$ cat src/rtl/mem_bus_demux_pkg.sv
// Shared definitions for the CPU data-port demultiplexer:
// FSM state encoding, slave indices, default decode windows and a one-hot helper.
package mem_bus_demux_pkg;

    localparam int unsigned NUM_SLV     = 3;
    localparam int unsigned TIMEOUT_DEF = 16;

    localparam logic [31:0] S1_BASE_DEF = 32'h0000_7F00;
    localparam logic [31:0] S1_MASK_DEF = 32'hFFFF_FF00;
    localparam logic [31:0] S2_BASE_DEF = 32'h0000_7F20;
    localparam logic [31:0] S2_MASK_DEF = 32'hFFFF_FFF0;

    localparam logic [1:0] SLV_RAM = 2'd0;
    localparam logic [1:0] SLV_IO  = 2'd1;
    localparam logic [1:0] SLV_TMR = 2'd2;

    typedef enum logic [1:0] {
        ST_IDLE = 2'd0,
        ST_WAIT = 2'd1,
        ST_RESP = 2'd2
    } state_e;

    // Slave index -> one-hot request vector; unknown index falls back to RAM.
    function automatic logic [NUM_SLV-1:0] slv_onehot(input logic [1:0] sel);
        logic [NUM_SLV-1:0] oh;
        case (sel)
            SLV_IO:  oh = 3'b010;
            SLV_TMR: oh = 3'b100;
            default: oh = 3'b001;
        endcase
        return oh;
    endfunction

endpackage

$ cat src/rtl/mem_bus_addr_decode.sv
// Address decoder: maps a byte address to a slave index.
// Ports:
//   addr_i   in   ADDR_W  byte address
//   sel_c_o  out  2       slave index (combinational): IO window, else TIMER window, else RAM
module mem_bus_addr_decode
    import mem_bus_demux_pkg::*;
#(
    parameter int unsigned        ADDR_W  = 32,
    parameter logic [ADDR_W-1:0]  S1_BASE = ADDR_W'(S1_BASE_DEF),
    parameter logic [ADDR_W-1:0]  S1_MASK = ADDR_W'(S1_MASK_DEF),
    parameter logic [ADDR_W-1:0]  S2_BASE = ADDR_W'(S2_BASE_DEF),
    parameter logic [ADDR_W-1:0]  S2_MASK = ADDR_W'(S2_MASK_DEF)
) (
    input  logic [ADDR_W-1:0] addr_i,
    output logic [1:0]        sel_c_o
);

    // Slave 1 is tested first so it wins where the windows overlap.
    always_comb begin
        sel_c_o = SLV_RAM;
        if ((addr_i & S1_MASK) == S1_BASE) begin
            sel_c_o = SLV_IO;
        end else if ((addr_i & S2_MASK) == S2_BASE) begin
            sel_c_o = SLV_TMR;
        end
    end

endmodule

$ cat src/rtl/mem_bus_demux.sv
// CPU data-memory demultiplexer: routes one request at a time to RAM / IO / TIMER
// by address decode and returns the selected slave's read data and ack.
// Ports:
//   Clk, Rst_N                 clock, synchronous active-low reset
//   M_Req/M_We/M_Addr/M_WData/M_Be   master request
//   M_Ready                    combinational, high in IDLE
//   M_Rsp_Valid/M_RData/M_Err  registered one-cycle response (data/err held)
//   S_Req/S_We/S_Addr/S_WData/S_Be   registered slave request
//   S_Ack, S_RData_0/1/2       per-slave ack and read data
module mem_bus_demux
    import mem_bus_demux_pkg::*;
#(
    parameter int unsigned        WIDTH   = 32,
    parameter int unsigned        ADDR_W  = 32,
    parameter logic [ADDR_W-1:0]  S1_BASE = ADDR_W'(S1_BASE_DEF),
    parameter logic [ADDR_W-1:0]  S1_MASK = ADDR_W'(S1_MASK_DEF),
    parameter logic [ADDR_W-1:0]  S2_BASE = ADDR_W'(S2_BASE_DEF),
    parameter logic [ADDR_W-1:0]  S2_MASK = ADDR_W'(S2_MASK_DEF),
    parameter int unsigned        TIMEOUT = TIMEOUT_DEF
) (
    input  logic                 Clk,
    input  logic                 Rst_N,
    input  logic                 M_Req,
    input  logic                 M_We,
    input  logic [ADDR_W-1:0]    M_Addr,
    input  logic [WIDTH-1:0]     M_WData,
    input  logic [WIDTH/8-1:0]   M_Be,
    output logic                 M_Ready,
    output logic                 M_Rsp_Valid,
    output logic [WIDTH-1:0]     M_RData,
    output logic                 M_Err,
    output logic [2:0]           S_Req,
    output logic                 S_We,
    output logic [ADDR_W-1:0]    S_Addr,
    output logic [WIDTH-1:0]     S_WData,
    output logic [WIDTH/8-1:0]   S_Be,
    input  logic [2:0]           S_Ack,
    input  logic [WIDTH-1:0]     S_RData_0,
    input  logic [WIDTH-1:0]     S_RData_1,
    input  logic [WIDTH-1:0]     S_RData_2
);

    localparam int unsigned BE_W  = WIDTH / 8;
    localparam int unsigned CNT_W = $clog2(TIMEOUT) + 1;

    state_e              state_q, state_d;
    logic [2:0]          s_req_q, s_req_d;
    logic [1:0]          sel_q, sel_d;
    logic                we_q, we_d;
    logic [ADDR_W-1:0]   addr_q, addr_d;
    logic [WIDTH-1:0]    wdata_q, wdata_d;
    logic [BE_W-1:0]     be_q, be_d;
    logic [CNT_W-1:0]    cnt_q, cnt_d;
    logic                rsp_valid_q, rsp_valid_d;
    logic [WIDTH-1:0]    rdata_q, rdata_d;
    logic                err_q, err_d;

    logic [1:0]          dec_sel;
    logic                ack_sel;
    logic [WIDTH-1:0]    rdata_sel;

    mem_bus_addr_decode #(
        .ADDR_W  (ADDR_W),
        .S1_BASE (S1_BASE),
        .S1_MASK (S1_MASK),
        .S2_BASE (S2_BASE),
        .S2_MASK (S2_MASK)
    ) u_decode (
        .addr_i  (M_Addr),
        .sel_c_o (dec_sel)
    );

    // Return path: only the latched slave's ack and data are looked at.
    always_comb begin
        ack_sel   = S_Ack[0];
        rdata_sel = S_RData_0;
        case (sel_q)
            SLV_IO: begin
                ack_sel   = S_Ack[1];
                rdata_sel = S_RData_1;
            end
            SLV_TMR: begin
                ack_sel   = S_Ack[2];
                rdata_sel = S_RData_2;
            end
            default: ;
        endcase
    end

    // Next-state and registered-output logic.
    always_comb begin
        state_d     = state_q;
        s_req_d     = s_req_q;
        sel_d       = sel_q;
        we_d        = we_q;
        addr_d      = addr_q;
        wdata_d     = wdata_q;
        be_d        = be_q;
        cnt_d       = '0;
        rsp_valid_d = 1'b0;
        rdata_d     = rdata_q;
        err_d       = err_q;

        case (state_q)
            ST_IDLE: begin
                if (M_Req) begin
                    we_d    = M_We;
                    addr_d  = M_Addr;
                    wdata_d = M_WData;
                    be_d    = M_Be;
                    sel_d   = dec_sel;
                    s_req_d = slv_onehot(dec_sel);
                    state_d = ST_WAIT;
                end
            end
            ST_WAIT: begin
                cnt_d = cnt_q + CNT_W'(1);
                // An ack on the final timeout cycle still completes normally.
                if (ack_sel) begin
                    rdata_d     = we_q ? '0 : rdata_sel;
                    err_d       = 1'b0;
                    rsp_valid_d = 1'b1;
                    s_req_d     = '0;
                    state_d     = ST_RESP;
                end else if (cnt_q == CNT_W'(TIMEOUT - 1)) begin
                    rdata_d     = '0;
                    err_d       = 1'b1;
                    rsp_valid_d = 1'b1;
                    s_req_d     = '0;
                    state_d     = ST_RESP;
                end
            end
            ST_RESP: begin
                state_d = ST_IDLE;
            end
            default: begin
                s_req_d = '0;
                state_d = ST_IDLE;
            end
        endcase
    end

    // State and output registers.
    always_ff @(posedge Clk) begin
        if (!Rst_N) begin
            state_q     <= ST_IDLE;
            s_req_q     <= '0;
            sel_q       <= SLV_RAM;
            we_q        <= 1'b0;
            addr_q      <= '0;
            wdata_q     <= '0;
            be_q        <= '0;
            cnt_q       <= '0;
            rsp_valid_q <= 1'b0;
            rdata_q     <= '0;
            err_q       <= 1'b0;
        end else begin
            state_q     <= state_d;
            s_req_q     <= s_req_d;
            sel_q       <= sel_d;
            we_q        <= we_d;
            addr_q      <= addr_d;
            wdata_q     <= wdata_d;
            be_q        <= be_d;
            cnt_q       <= cnt_d;
            rsp_valid_q <= rsp_valid_d;
            rdata_q     <= rdata_d;
            err_q       <= err_d;
        end
    end

    assign M_Ready     = (state_q == ST_IDLE);
    assign M_Rsp_Valid = rsp_valid_q;
    assign M_RData     = rdata_q;
    assign M_Err       = err_q;
    assign S_Req       = s_req_q;
    assign S_We        = we_q;
    assign S_Addr      = addr_q;
    assign S_WData     = wdata_q;
    assign S_Be        = be_q;

endmodule

$ cat config.mk
export PLATFORM = sky130hd
export DESIGN_NAME = mem_bus_demux
export DESIGN_NICKNAME = d
export VERILOG_FILES = /design/src/rtl/mem_bus_demux_pkg.sv /design/src/rtl/mem_bus_addr_decode.sv /design/src/rtl/mem_bus_demux.sv
export SDC_FILE = /design/constraint.sdc
export NUM_CORES = 1
export LEC_CHECK = 0
export CORE_ASPECT_RATIO = 1.75
export CORE_MARGIN = 4
export CORE_UTILIZATION = 41
export CTS_BUF_LIST = sky130_fd_sc_hd__clkbuf_2
export CTS_CLUSTER_SIZE = 25
export DETAILED_ROUTE_END_ITERATION = 12
export GPL_TIMING_DRIVEN = 0
export MAX_ROUTING_LAYER = met4
export PLACE_DENSITY = 0.87
export SYNTH_ARGS = -nofsm -noshare
export SYNTH_HDL_FRONTEND = slang
export SYNTH_SLANG_ARGS = --single-unit
$ cat constraint.sdc
create_clock -name Clk -period 5.6 [get_ports Clk]
set_input_delay 0.56 -clock Clk [delete_from_list [all_inputs] [get_ports Clk]]
set_output_delay 0.56 -clock Clk [all_outputs]
set_load 0.005 [all_outputs]
# Word level (Yosys, flattened, before mapping)
# Index checks and enable logic that the tools add are counted.
[word_totals]
reg_bits = 115
in_bits = 171
[classes]
add_sub_neg = 1
n_eq_ne = 11
n_mux = 20
bitwise = 1
n_reduce_logical = 7
[op_table]
columns = ["op", "count"]
rows = [
  ["$mux 32", 3],
  ["$pmux 32 s2", 1],
  ["$eq 28x11->1 const B", 1],
  ["$eq 24x7->1 const B", 1],
  ["$mux 2", 5],
  ["$mux 3", 3],
  ["$pmux 3 s3", 1],
  ["$reduce_and 2->1", 4],
  ["$eq 2x1->1 const B", 3],
  ["$eq 2x2->1 const B", 3],
  ["$pmux 3 s2", 1],
  ["$add 5x1->5 const B", 1],
  ["$eq 5x4->1 const B", 1],
  ["$mux 1", 4],
  ["$pmux 2 s2", 1],
  ["$ne 3x3->1 const B", 1],
  ["$reduce_and 3->1", 1],
  ["$logic_not 2->1", 1],
  ["$ne 2x2->1 const B", 1],
  ["$pmux 1 s2", 1],
  ["$reduce_bool 2->1", 1],
  ["$not 1->1", 1],
]

# Logic depth before layout (Yosys ltp)
# Gate-level depths: netlist of the first run.
[depth]
word_depth = 7
mapped_depth = 8
depth_no_buf = 7

# Cells and area by module
# Synthesis of the first run repeated with hierarchy kept, for this count alone.
[unflattened]
cells_unflattened = 565
area_unflattened_um2 = 4714.5
[by_module_without_submodules]
columns = ["mod", "instances", "cells_per_inst", "area_each_um2", "seq_area_each_um2"]
rows = [
  ["mem_bus_demux", 1, 553, 4628.2, 2302.2],
  ["mem_bus_addr_decode", 1, 12, 86.3, 0.0],
]

# Worst setup path before layout of the first run
# OpenSTA, ideal clock, no wires.
[synth_timing]
kind = "register -> register"
start = "register sel_q[0]"
end = "register rdata_q[10] (netlist: M_RData[10])"
t_arrival_ps = 1706
required_ps = 5485
path_slack_ps = 3779
path_stages_with_launch = 9
path_buffers = 2
synth_period_minus_slack_ps = 1821
path_cell_list = "dfxtp_1 > inv_1 > ha_1 > buf_2 > a221o_1 > and2_1 > or3b_4 > buf_6 > o21ai_2"
[synth_via]
elab_chain_len = 4
elab_cells_between_ends = 8
cone_classes = "eq/ne (2); mux (4); reduce/logical (2)"
[synth_rtl]
columns = ["item", "line", "text"]
rows = [
  ["start: declaration", "mem_bus_demux.sv:48", "logic [1:0] sel_q, sel_d;"],
  ["start signal: assignment", "mem_bus_demux.sv:160", "sel_q <= sel_d;"],
  ["$eq 2x2->1 or $eq 2x1->1 (tied branches)", "mem_bus_demux.sv:77", "case (sel_q)"],
  ["$pmux 32 s2 or $pmux 1 s2 (tied branches)", "mem_bus_demux.sv:77", ""],
  ["$mux 32 or $reduce_bool 2->1 (tied branches)", "-", ""],
  ["$mux 32 or $reduce_and 2->1 (tied branches)", "-", ""],
  ["end signal: assignment", "mem_bus_demux.sv:167", "rdata_q <= rdata_d;"],
  ["end: declaration", "mem_bus_demux.sv:55", "logic [WIDTH-1:0] rdata_q, rdata_d;"],
]
# Several ways; a longest one is shown, not always the timed one.
# A chain may end at the register's enable or synchronous reset.

# Worst setup path in the final report of the first run
[layout_timing]
start = "register state_q[1]"
end = "output M_Ready"
[layout_via]
elab_chain_len = 1
[layout_rtl]
columns = ["item", "line", "text"]
rows = [
  ["start: declaration", "mem_bus_demux.sv:46", "state_e state_q, state_d;"],
  ["start signal: assignment", "mem_bus_demux.sv:158", "state_q <= state_d;"],
  ["$logic_not 2->1", "mem_bus_demux.sv:172", "assign M_Ready = (state_q == ST_IDLE);"],
  ["end: declaration", "mem_bus_demux.sv:28", "output logic M_Ready,"],
]
# No other way between the ends.

==> results of run 1 <==
-- area by class of cell --
| cell class | count | area [sq um] | share of cell area, % |
|---|---|---|---|
| multi-input combinational | 415 | 2090 | 27.1 |
| tap | 130 | 163 | 2.11 |
| timing repair buffer | 276 | 2760 | 35.9 |
| buffer | 44 | 196 | 2.55 |
| clock buffer | 20 | 100 | 1.30 |
| antenna | 1 | 2.50 | 0.0325 |
| inverter | 4 | 15.0 | 0.195 |
| clock inverter | 10 | 68.8 | 0.894 |
| sequential | 115 | 2300 | 29.9 |
-- kinds of logic after synthesis --
family / after synthesis
fa+ha+maj: 4
xor+xnor: 2
buf+inv: 48
compound gates: 175
simple gates: 234
flops: 115
-- metrics by stage --
| step | hold WS (ps) | util, % |
|---|---|---|
| 2_1_floorplan | 418 | - |
| 3_3_place_gp | 429 | 69.5 |
| 3_5_place_dp | 439 | 69.5 |
| 4_1_cts | 259 | 71.1 |
| 5_1_grt | 253 | 71.1 |
| 6_report | 332 | 71.1 |
-- worst register-to-register path, stage by stage, from the launching register on --
cell and delay (ps):
dfxtp_1 350, ha_1 230, and3_1 180, ha_1 220, and3b_1 220, a311oi_4 350, buf_2 280, nand2_1 100
o21ai_2 60
-- where the power goes --
part	total (uW)	switching (uW)	internal (uW)
sequential	887	24.1	863
clock	434	285	150
combinational	351	137	214
-- per-layer routing --
layer | vias to the layer above | part of all wire [%] | GRT usage [%] | wire length, um
li1 | 2548 | - | - | -
met3 | 39 | 7.6 | 8.15 | 1320
met5 | - | 0 | - | 0
met1 | 2403 | 35 | 25.7 | 6040
met4 | 0 | 3.0 | 10.3 | 524
met2 | 231 | 55 | 49.8 | 9590
-- final timing paths --
kind                                  start     endpoint  slack [ps]
worst max-delay path             state_q[1]      M_Ready        3340
worst min-delay path                  Rst_N        M_Err         330
worst max register to register     cnt_q[0]  M_RData[15]        3570
worst min register to register  M_RData[26]  M_RData[26]         460
-- cell usage in the layout (no fill, tap or decap), types with 2 or more instances in the layout --
master and n:
clkdlybuf4s50_1 276, nand2_1 173, dfxtp_1 115, a21oi_1 103, nor2_1 39, clkbuf_1 36
a22oi_1 32, o21ai_2 20, clkbuf_2 20, o21ai_1 10, clkinv_1 5, buf_2 4
o21ai_0 4, ha_1 4, clkinv_2 4, inv_1 3, and2_1 3, buf_6 3
nor4_1 3, and3_1 2, nand3_1 2, nor3_1 2
-- registers in the layout (all words and copies together) (netlist names) --
| register | flops |
|---|---|
| S_Addr | 32 |
| S_Be | 4 |
| sel_q | 2 |
| M_Err | 1 |
| S_Req | 3 |
| M_RData | 32 |
| M_Rsp_Valid | 1 |
| S_WData | 32 |
| state_q | 2 |
| S_We | 1 |
| cnt_q | 5 |
==> metrics.md, run 1 <==
| Metric | Value |
|---|---|
| Status | finished clean |
| ANT nets after route | 0 |
| Worst Path Required | 5040 ps |
| CP Launch Type | register |
| Core area | 10800 sq um |
| RSZ-0062 raised after global routing | no |
| CP cell instances | nor2_1, clkdlybuf4s50_1 |
| Main combinational cell family by area after synthesis | compound AO/OA/AOI/OAI gates |
| Post-placement cell area | 7530 sq um |
| Register area share after synthesis | 50.0% |
| Tot GR Track Use | 27.0% |
| DR vias | 5221 |
| Die Height | 148 um |
| Max Cap Violations | 0 |
| Drt initial violations | 243 |
| Final min period | 2260 ps |
| Nets@finish | 1048 |
| Worst hold path depth | 3 |
| Vias in the first global route | 5423 |
| Cell count after synthesis | 578 |
| FP Rows | 50 |
| CP Depth | 2 |
| Starting Density | 42.5% |
| Power Density | 217 nW/um^2 |
| Hold Crit Class | input pin to register |
| H-tree levels | 4 |
| Die W | 88.1 um |
| Slowest library cell on the worst path | clkdlybuf4s50_1 |
| Number of top-level pins | 278 |
| Area share of the largest cell type after synthesis | 50.0% |
| Initial antenna violation count | 1 |
| Clock Tree Root | clkbuf_2 |
| Setup_tns | 0 ps |
| Die area | 13000 sq um |
| Placed Instances | 984 |
| Post-DR vias/cell | 5.14 |
| Layout Cells excl Fill | 1015 |
| GR Overflow Total | 0 |
| Yosys reg bits | 115 |
| Final GP Congestion | 0.873 |
| WS Path Type | register to output port |
| Max Fclk | 442 MHz |
| Drt drc | 0 |
| Synth Cell Area | 4600 sq um |
| Max transition margin | 64.9% |
| Cell depth of the worst flop-to-flop path | 8 |
| # resized after CTS | 0 |
| Area leader, netlist | dfxtp_1 |
| Leak Pwr | 0.00277 uW |
| Synth cell count leaders | 173 x nand2_1, 115 x dfxtp_1, 103 x a21oi_1, 39 x nor2_1, 36 x clkbuf_1 |
| Synth Area in Simple Gates | 20.6% |
| Num CTS Buffers | 17 |
| Final WS setup | 3340 ps |
| Final Hold Vio Count | 0 |
| Largest net degree at the start of global routing | 17 |
| CP max stage delay | 560 ps |
| Share of cells above drive strength 1 | 6.45% |
| Final wirelength | 17.5 mm |
| Max VDD drop | 0.000249 V |
| First-pass DRT Iterations | 5 |
| Crit-path max FO | 4 |
| Dpl hpwl | 14.1 mm |
| Syn_area_per_cell | 7.96 sq um |
| Slew Limit Fails | 0 |
| Post-synth EDFFs | 0 |
| Synth Net Count | 753 |
| Mux cell area share after synthesis | 0% |
| Setup Skew | 13.4 ps |
| # hold bufs at CTS | 0 |
| # clock sinks | 115 |
| Area share of xor/xnor cells in the synthesized design | 0.381% |
| Final setup violation count | 0 |
| Yosys synthesis warning count | 0 |
| Pre-CTS worst setup slack | 3130 ps |
| Top cells by area, synth | dfxtp_1 50%, nand2_1 14%, a21oi_1 11%, a22oi_1 5.2%, o21ai_2 3.8% |
| Yosys cell types | 38 |
| Finished Cell Area | 7700 sq um |
| Synth Area in Compound Gates | 23.3% |
| Buf+Inv Stages, Crit Path | 1 |
| Clock tree buffer depth | 2 |
| Wirelength per Cell | 17.2 um |
| Synth Flop Type | dfxtp_1 |
| CTS tree | done |
| First-pass GRT wire length | 26.4 mm |
| I/O Buffers | 276 |
| Post-synthesis adder-cell area fraction | 1.09% |
| Final period util | 40.4% |
| Clk pin slew, worst setup/hold paths | 150 ps |
| Slew @ Worst Pin | 522 ps |
| Post-CTS setup buffer count | 0 |
| Crit path max-delay family | buffers and inverters |
| Count leader, synth | nand2_1 |
| Clock Latency Late Sink | 630 ps |
| Power consumption | 1670 uW |
| Fillers | 850 |
| Ys async rst share | 0% |
| Critical path capture point type | output port |
| Worst EP arrival | 1700 ps |
| Area Overhead vs Synth | 67.3% |
Note: power is estimated with default switching activity, not from simulation.
==> run 2, diff against run 1 <==
CORE_UTILIZATION = 39   (was 41)
PLACE_DENSITY = 0.83   (was 0.87)
clock period = 2.2 ns   (was 5.6 ns; I/O delays follow)
==> run 2 against run 1 <==
Against the previous run:
- total power grew to 2.6 times the previous value
- hold slack got worse by 250 ps
- clock-buffer cell count is 2 lower
- final cell count is 2.8% higher
- global-route usage is 2.6 points lower
==> metrics.md, run 2 (synthesis gave the netlist of run 1 again) <==
| Metric | Value |
|---|---|
| Status | finished clean |
| Final setup violation count | 0 |
| Crit path max-delay family | compound AO/OA/AOI/OAI gates |
| Max transition margin | 64.5% |
| Core area | 11600 sq um |
| Largest net degree at the start of global routing | 17 |
| Clock tree buffer depth | 2 |
| GR Overflow Total | 0 |
| First-pass DRT Iterations | 4 |
| Power consumption | 4430 uW |
| Clock Tree Root | clkbuf_2 |
| Die area | 13700 sq um |
| Max VDD drop | 0.000478 V |
| Critical path's most frequent cell | buf_2 |
| H-tree levels | 4 |
| Commonest cells after routing, fill and taps aside | 276 x clkdlybuf4s50_1, 173 x nand2_1, 115 x dfxtp_1 |
| FP Rows | 52 |
| Crit-path max FO | 10 |
| Wirelength per Cell | 16.4 um |
| Grt peak-use layer | met2 |
| Drt initial violations | 174 |
| Num CTS Buffers | 17 |
| Starting Density | 39.7% |
| Met3 usage | 7.41% |
| Drt drc | 0 |
| Setup_tns | 0 ps |
| Clk pin slew, worst setup/hold paths | 210 ps |
| I/O Buffers | 276 |
| Final wirelength | 17.1 mm |
| Final Hold Vio Count | 0 |
| First-pass GRT wire length | 25.5 mm |
| CP Depth | 8 |
| Crit path launch | sel_q[0] |
| CTS tree | done |
| WS Path Type | register to register |
| Worst Path Required | 2790 ps |
| Final period util | 92.7% |
| Worst EP arrival | 2630 ps |
| Slew Limit Fails | 0 |
| ANT nets after route | 0 |
| Slew @ Worst Pin | 533 ps |
| Die Height | 152 um |
| CP Launch Type | register |
| Buf+Inv Stages, Crit Path | 3 |
| CP max stage delay | 410 ps |
| Final min period | 2040 ps |
| Final GP Congestion | 0.865 |
| Critical path capture point type | register |
| Nets@finish | 1069 |
| Dpl hpwl | 13.2 mm |
| Slowest library cell on the worst path | a311oi_4 |
| Worst Setup EP | M_RData[10] |
| Tot GR Track Use | 24.5% |
| Max Fclk | 490 MHz |
| Die W | 90.1 um |
| Vias in the first global route | 5117 |
| Power Density | 557 nW/um^2 |
| Leak Pwr | 0.00286 uW |
| Cell depth of the worst flop-to-flop path | 8 |
| Met1 Use GR | 23.8% |
| Setup Skew | 39.9 ps |
| CP cell instances | inv_1, ha_1, buf_2, a221o_1, a311oi_4, buf_2, nand2_1, o21ai_2 |
| Number of top-level pins | 278 |
| Clock Latency Late Sink | 670 ps |
| Post-DR vias/cell | 4.99 |
| DR vias | 5204 |
| Max Cap Violations | 0 |
| Setup slack, reg-to-reg | 160 ps |
| Area Overhead vs Synth | 72.9% |
| RSZ-0062 raised after global routing | no |
| Commonest non-fill, non-tap cell in the layout | clkdlybuf4s50_1 |
| # clock sinks | 115 |
| Critical R2R Launch | sel_q[0] |
| # resized after CTS | 0 |
| Share of cells above drive strength 1 | 7.06% |
| Hold Crit Class | input pin to register |
| Capturing point of the worst reg2reg path | M_RData[10] |
| Routing usage on met2 | 45.4% |
| Initial antenna violation count | 1 |
[run 2: cell count changes in the layout (fill, tap and decap cells not counted)]
cell and delta:
inv_6 +8, clkinv_1 -5, clkinv_2 -4, dlygate4sd3_1 +21, clkinvlp_4 +3, bufinv_16 -1
clkbuf_2 -2, clkinv_4 +3
[run 2: how the worst min path moves through the flow]
| stage | start | endpoint | cells past startpoint |
|---|---|---|---|
| 2_1_floorplan | M_Addr[0] | S_Addr[0] | 2 |
| 3_3_place_gp | cnt_q[0] | cnt_q[0] | 1 |
| 3_5_place_dp | M_RData[17] | M_RData[17] | 2 |
| 4_1_cts | M_Be[1] | S_Be[1] | 3 |
| 5_1_grt | M_WData[19] | S_WData[19] | 3 |
| 6_report | M_Be[2] | S_Be[2] | 3 |
[run 2: tightest hold or removal path, cell delays in order]
cell	delay [ps]
clkdlybuf4s50_1	390
nand2_1	60
a21oi_1	50
[run 2: layer usage]
metal | vias up | part of all wire [%]
li1 | 2598 | -
met5 | - | 0
met3 | 35 | 6.4
met4 | 0 | 2.9
met1 | 2348 | 36
met2 | 223 | 54
[run 2: area by class of cell]
| cell class | count | area [sq um] |
|---|---|---|
| fill | 929 | 3630 |
| tap | 135 | 169 |
| clock inverter | 14 | 119 |
| clock buffer | 18 | 90.1 |
| inverter | 4 | 15.0 |
| multi-input combinational | 415 | 2090 |
| sequential | 115 | 2300 |
| timing repair buffer | 297 | 2970 |
| buffer | 44 | 196 |
| antenna | 1 | 2.50 |
[run 2: repair_timing]
action	in CTS	in global routing
hold endpoints to repair	21	5
hold buffers	16	5
buffers inserted	0	0
setup endpoints to repair	0	0
[run 2: power breakdown]
group	total (uW)	switching (uW)	internal, uW	leakage [uW]
Clock	1250	916	331	0.000124
Sequential	2260	58.7	2200	0.000940
Combinational	922	351	570	0.00179
Total	4430	1330	3100	0.00286
[run 2: through the flow]
step / hold slack, ps / cell area (sq um) / instances / util, % / setup slack, ps
after floorplan: 356 / 4600 / 578 / - / 379
after global placement: 429 / 7530 / 989 / 65.0 / 147
after detailed placement: 439 / 7530 / 989 / 65.0 / 146
after CTS: 2.05 / 7900 / 1037 / 68.2 / 137
after global routing: 10.3 / 7950 / 1043 / 68.7 / 11.2
final: 82.6 / 7950 / 1043 / 68.7 / 161
==> run 3, diff against run 2 <==
SYNTH_HIERARCHICAL = 1   (was default)
==> run 3 against run 2 <==
Against the previous run:
- critical path type unchanged
- synthesized area is 2.5% higher
- die area grew 2.3%
- critical endpoint is now M_RData[18]
- largest cell class unchanged
- highest routed layer unchanged
- clock skew decreased by 14 ps
- sequential cell count did not move
- critical path depth is 1 lower
- total power rose by 6.9%
- wire length up 4.0%
- fmax is 1.6% lower
- global-route usage increased by 0.62 points
- sequential share of layout area is essentially flat
- first-iteration DRC count rose by 24%
==> metrics.md, run 3 <==
| Metric | Value |
|---|---|
| Status | finished clean |
| FF+latch area | 2300 sq um |
| Clock Latency Late Sink | 650 ps |
| Max VDD drop | 0.000460 V |
| Commonest non-fill, non-tap cell in the layout | clkdlybuf4s50_1 |
| Cell depth of the worst flop-to-flop path | 7 |
| Slew Limit Fails | 0 |
| Yosys reg bits | 115 |
| Worst min-delay path startpoint | M_WData[26] |
| Starting Density | 40.3% |
| Post-synthesis adder-cell area fraction | 1.59% |
| Share of cells above drive strength 1 | 6.95% |
| First-pass GRT wire length | 27.4 mm |
| Clk pin slew, worst setup/hold paths | 200 ps |
| Synth Cell Area | 4710 sq um |
| Yosys cell types | 40 |
| Area share of the largest cell type after synthesis | 48.8% |
| Clock tree buffer depth | 2 |
| Area leader, netlist | dfxtp_1 |
| Syn_area_per_cell | 8.34 sq um |
| Synth Area in Compound Gates | 24.8% |
| # clock sinks | 115 |
| Combinational power share | 22.4% |
| Wirelength per Cell | 17.5 um |
| Clock Tree Root | clkbuf_2 |
| Area share of xor/xnor cells in the synthesized design | 0.372% |
| Yosys synthesis warning count | 6 |
| Synth cell count leaders | 179 x nand2_1, 115 x dfxtp_1, 75 x a21oi_1, 33 x a22o_1 |
| Synth Net Count | 742 |
| Crit-path max FO | 10 |
| Mux cell area share after synthesis | 0.212% |
| Setup_tns | 0 ps |
| Number of top-level pins | 278 |
| P_int | 3370 uW |
| Nets@finish | 1042 |
| I/O Buffers | 277 |
| Power consumption | 4730 uW |
| Worst hold path depth | 3 |
| Setup Skew | 26.0 ps |
| Initial antenna violation count | 1 |
| Die W | 91.1 um |
| ANT nets after route | 0 |
| Post-CTS setup buffer count | 0 |
| Hold Crit Class | input pin to register |
| Setup slack, reg-to-reg | 130 ps |
| Final setup violation count | 0 |
| Post-synth EDFFs | 0 |
| Post-DR vias/cell | 5.22 |
| Largest net degree at the start of global routing | 17 |
| Dpl hpwl | 14.1 mm |
| Count leader, synth | nand2_1 |
| Final wirelength | 17.7 mm |
| WHS | 86.6 ps |
| Num CTS Buffers | 17 |
| Placed Instances | 977 |
| Area Overhead vs Synth | 68.5% |
| Clock power frac | 29.4% |
| Register area share after synthesis | 48.8% |
| Worst Path Required | 2780 ps |
| Drt drc | 0 |
| Fillers | 981 |
| Ys async rst share | 0% |
| CP cell instances | ha_1, and3_1, ha_1, or3b_1, o221ai_4, buf_6, a22o_1 |
| FP Rows | 52 |
| Layout Cells excl Fill | 1014 |
| Worst EP arrival | 2660 ps |
| Critical path's most frequent cell | ha_1 |
| Hold endpoint | S_WData[26] |
| Multi-input gate area | 2150 sq um |
| Cell count after synthesis | 565 |
| Commonest cells after routing, fill and taps aside | 277 x clkdlybuf4s50_1, 179 x nand2_1, 115 x dfxtp_1 |
| Die Height | 153 um |
| Slew @ Worst Pin | 571 ps |
| Drt initial violations | 215 |
| CP max stage delay | 420 ps |
| Critical path capture point type | register |
| Power Density | 596 nW/um^2 |
| Synth Flop Type | dfxtp_1 |
| Final period util | 94.2% |
| Flop pwr share | 48.1% |
| Final WS setup | 127 ps |
| Sw power | 1370 uW |
| Synth Area in Simple Gates | 18.6% |
| DR vias | 5292 |
| H-tree levels | 4 |
| Sw frac | 28.9% |
| CP Launch Type | register |
| GR Overflow Total | 0 |
| First-pass DRT Iterations | 4 |
| Capturing point of the worst reg2reg path | M_RData[18] |
| Slowest library cell on the worst path | or3b_1 |
| Critical R2R Launch | cnt_q[0] |
| Final min period | 2070 ps |
| Leak Pwr | 0.00299 uW |
| Final GP Congestion | 0.869 |
| Top cells by area, synth | dfxtp_1 49%, nand2_1 14%, a21oi_1 8.0%, a22o_1 6.1%, a22oi_1 5.1% |
| Main combinational cell family by area after synthesis | compound AO/OA/AOI/OAI gates |
| Pre-CTS worst setup slack | -175 ps |
| Max transition margin | 62.0% |
| WS Path Type | register to register |
| Vias in the first global route | 5465 |
| Max Cap Violations | 0 |
| Max Fclk | 482 MHz |
| Tot GR Track Use | 25.1% |
| CTS tree | done |
| Final Hold Vio Count | 0 |
| RSZ-0062 raised after global routing | no |
| Die area | 14000 sq um |
| Core area | 11700 sq um |
-- run 3: kinds of logic after synthesis --
| group | after synthesis |
|---|---|
| buffers and inverters | 53 |
| muxes | 1 |
| adders and majority gates | 6 |
| AOI/OAI and AO/OA | 181 |
| other | 1 |
| DFF | 115 |
| xor gates and xnor gates | 2 |
| and+or+nand+nor | 206 |
-- run 3: worst max-delay path by stage --
stage               cells past startpoint  startpoint  slack [ps]           to
floorplan                               7    cnt_q[0]         370  M_RData[10]
global placement                        8  M_Addr[22]         -70     S_Req[0]
detailed placement                      8  M_Addr[22]        -180     S_Req[0]
CTS                                     7    cnt_q[0]         110  M_RData[18]
global route                            7    cnt_q[0]          30  M_RData[15]
finish                                  7    cnt_q[0]         130  M_RData[18]
-- run 3: per-layer routing --
| metal | vias up | wire length [um] | GRT usage (%) |
|---|---|---|---|
| li1 | 2557 | - | - |
| met1 | 2443 | 6210 | 23.9 |
| met2 | 243 | 9670 | 46.0 |
| met3 | 49 | 1150 | 6.84 |
| met4 | 0 | 703 | 11.9 |
| met5 | - | 0 | - |
-- run 3: timing repair --
| action | in CTS | in global routing |
|---|---|---|
| hold buffers | 4 | 0 |
| hold endpoints to repair | 4 | 0 |
| setup endpoints to repair | 0 | 8 |
| gates resized for setup | 0 | 4 |
-- run 3: power groups by stage --
| stage | sequential [uW] | clock (uW) | combinational, uW |
|---|---|---|---|
| floorplan | 2320 | 0 | 362 |
| global placement | 2310 | 0 | 1030 |
| detailed placement | 2320 | 0 | 1050 |
| CTS | 2280 | 1450 | 1060 |
| global route | 2290 | 1520 | 1140 |
| finish | 2280 | 1390 | 1060 |
-- run 3: metrics by stage --
stage / instance area [sq um] / util (%)
finish: 7940 / 67.8
global route: 7940 / 67.8
CTS: 7940 / 67.8
detailed placement: 7660 / 65.4
global placement: 7660 / 65.4
floorplan: 4710 / -
-- run 3: worst max-delay path: cells and delay by family (launching register included) --
kind | cells | cell delay [ps]
AND/OR/NAND/NOR | 2 | 570
adder cells (fa/ha/maj) | 2 | 480
AO/OA/AOI/OAI | 2 | 420
flip-flops | 1 | 370
buffers and inverters | 1 | 200
-- run 3: area by class of cell --
| type | instances | area share (%) |
|---|---|---|
| clock buffer | 17 | 1.07 |
| buffer | 46 | 3.02 |
| inverter | 7 | 0.331 |
| multi-input combinational | 397 | 27.0 |
| clock inverter | 15 | 1.98 |
| tap | 135 | 2.13 |
| antenna | 1 | 0.0315 |
| timing repair buffer | 281 | 35.4 |
| sequential | 115 | 29.0 |
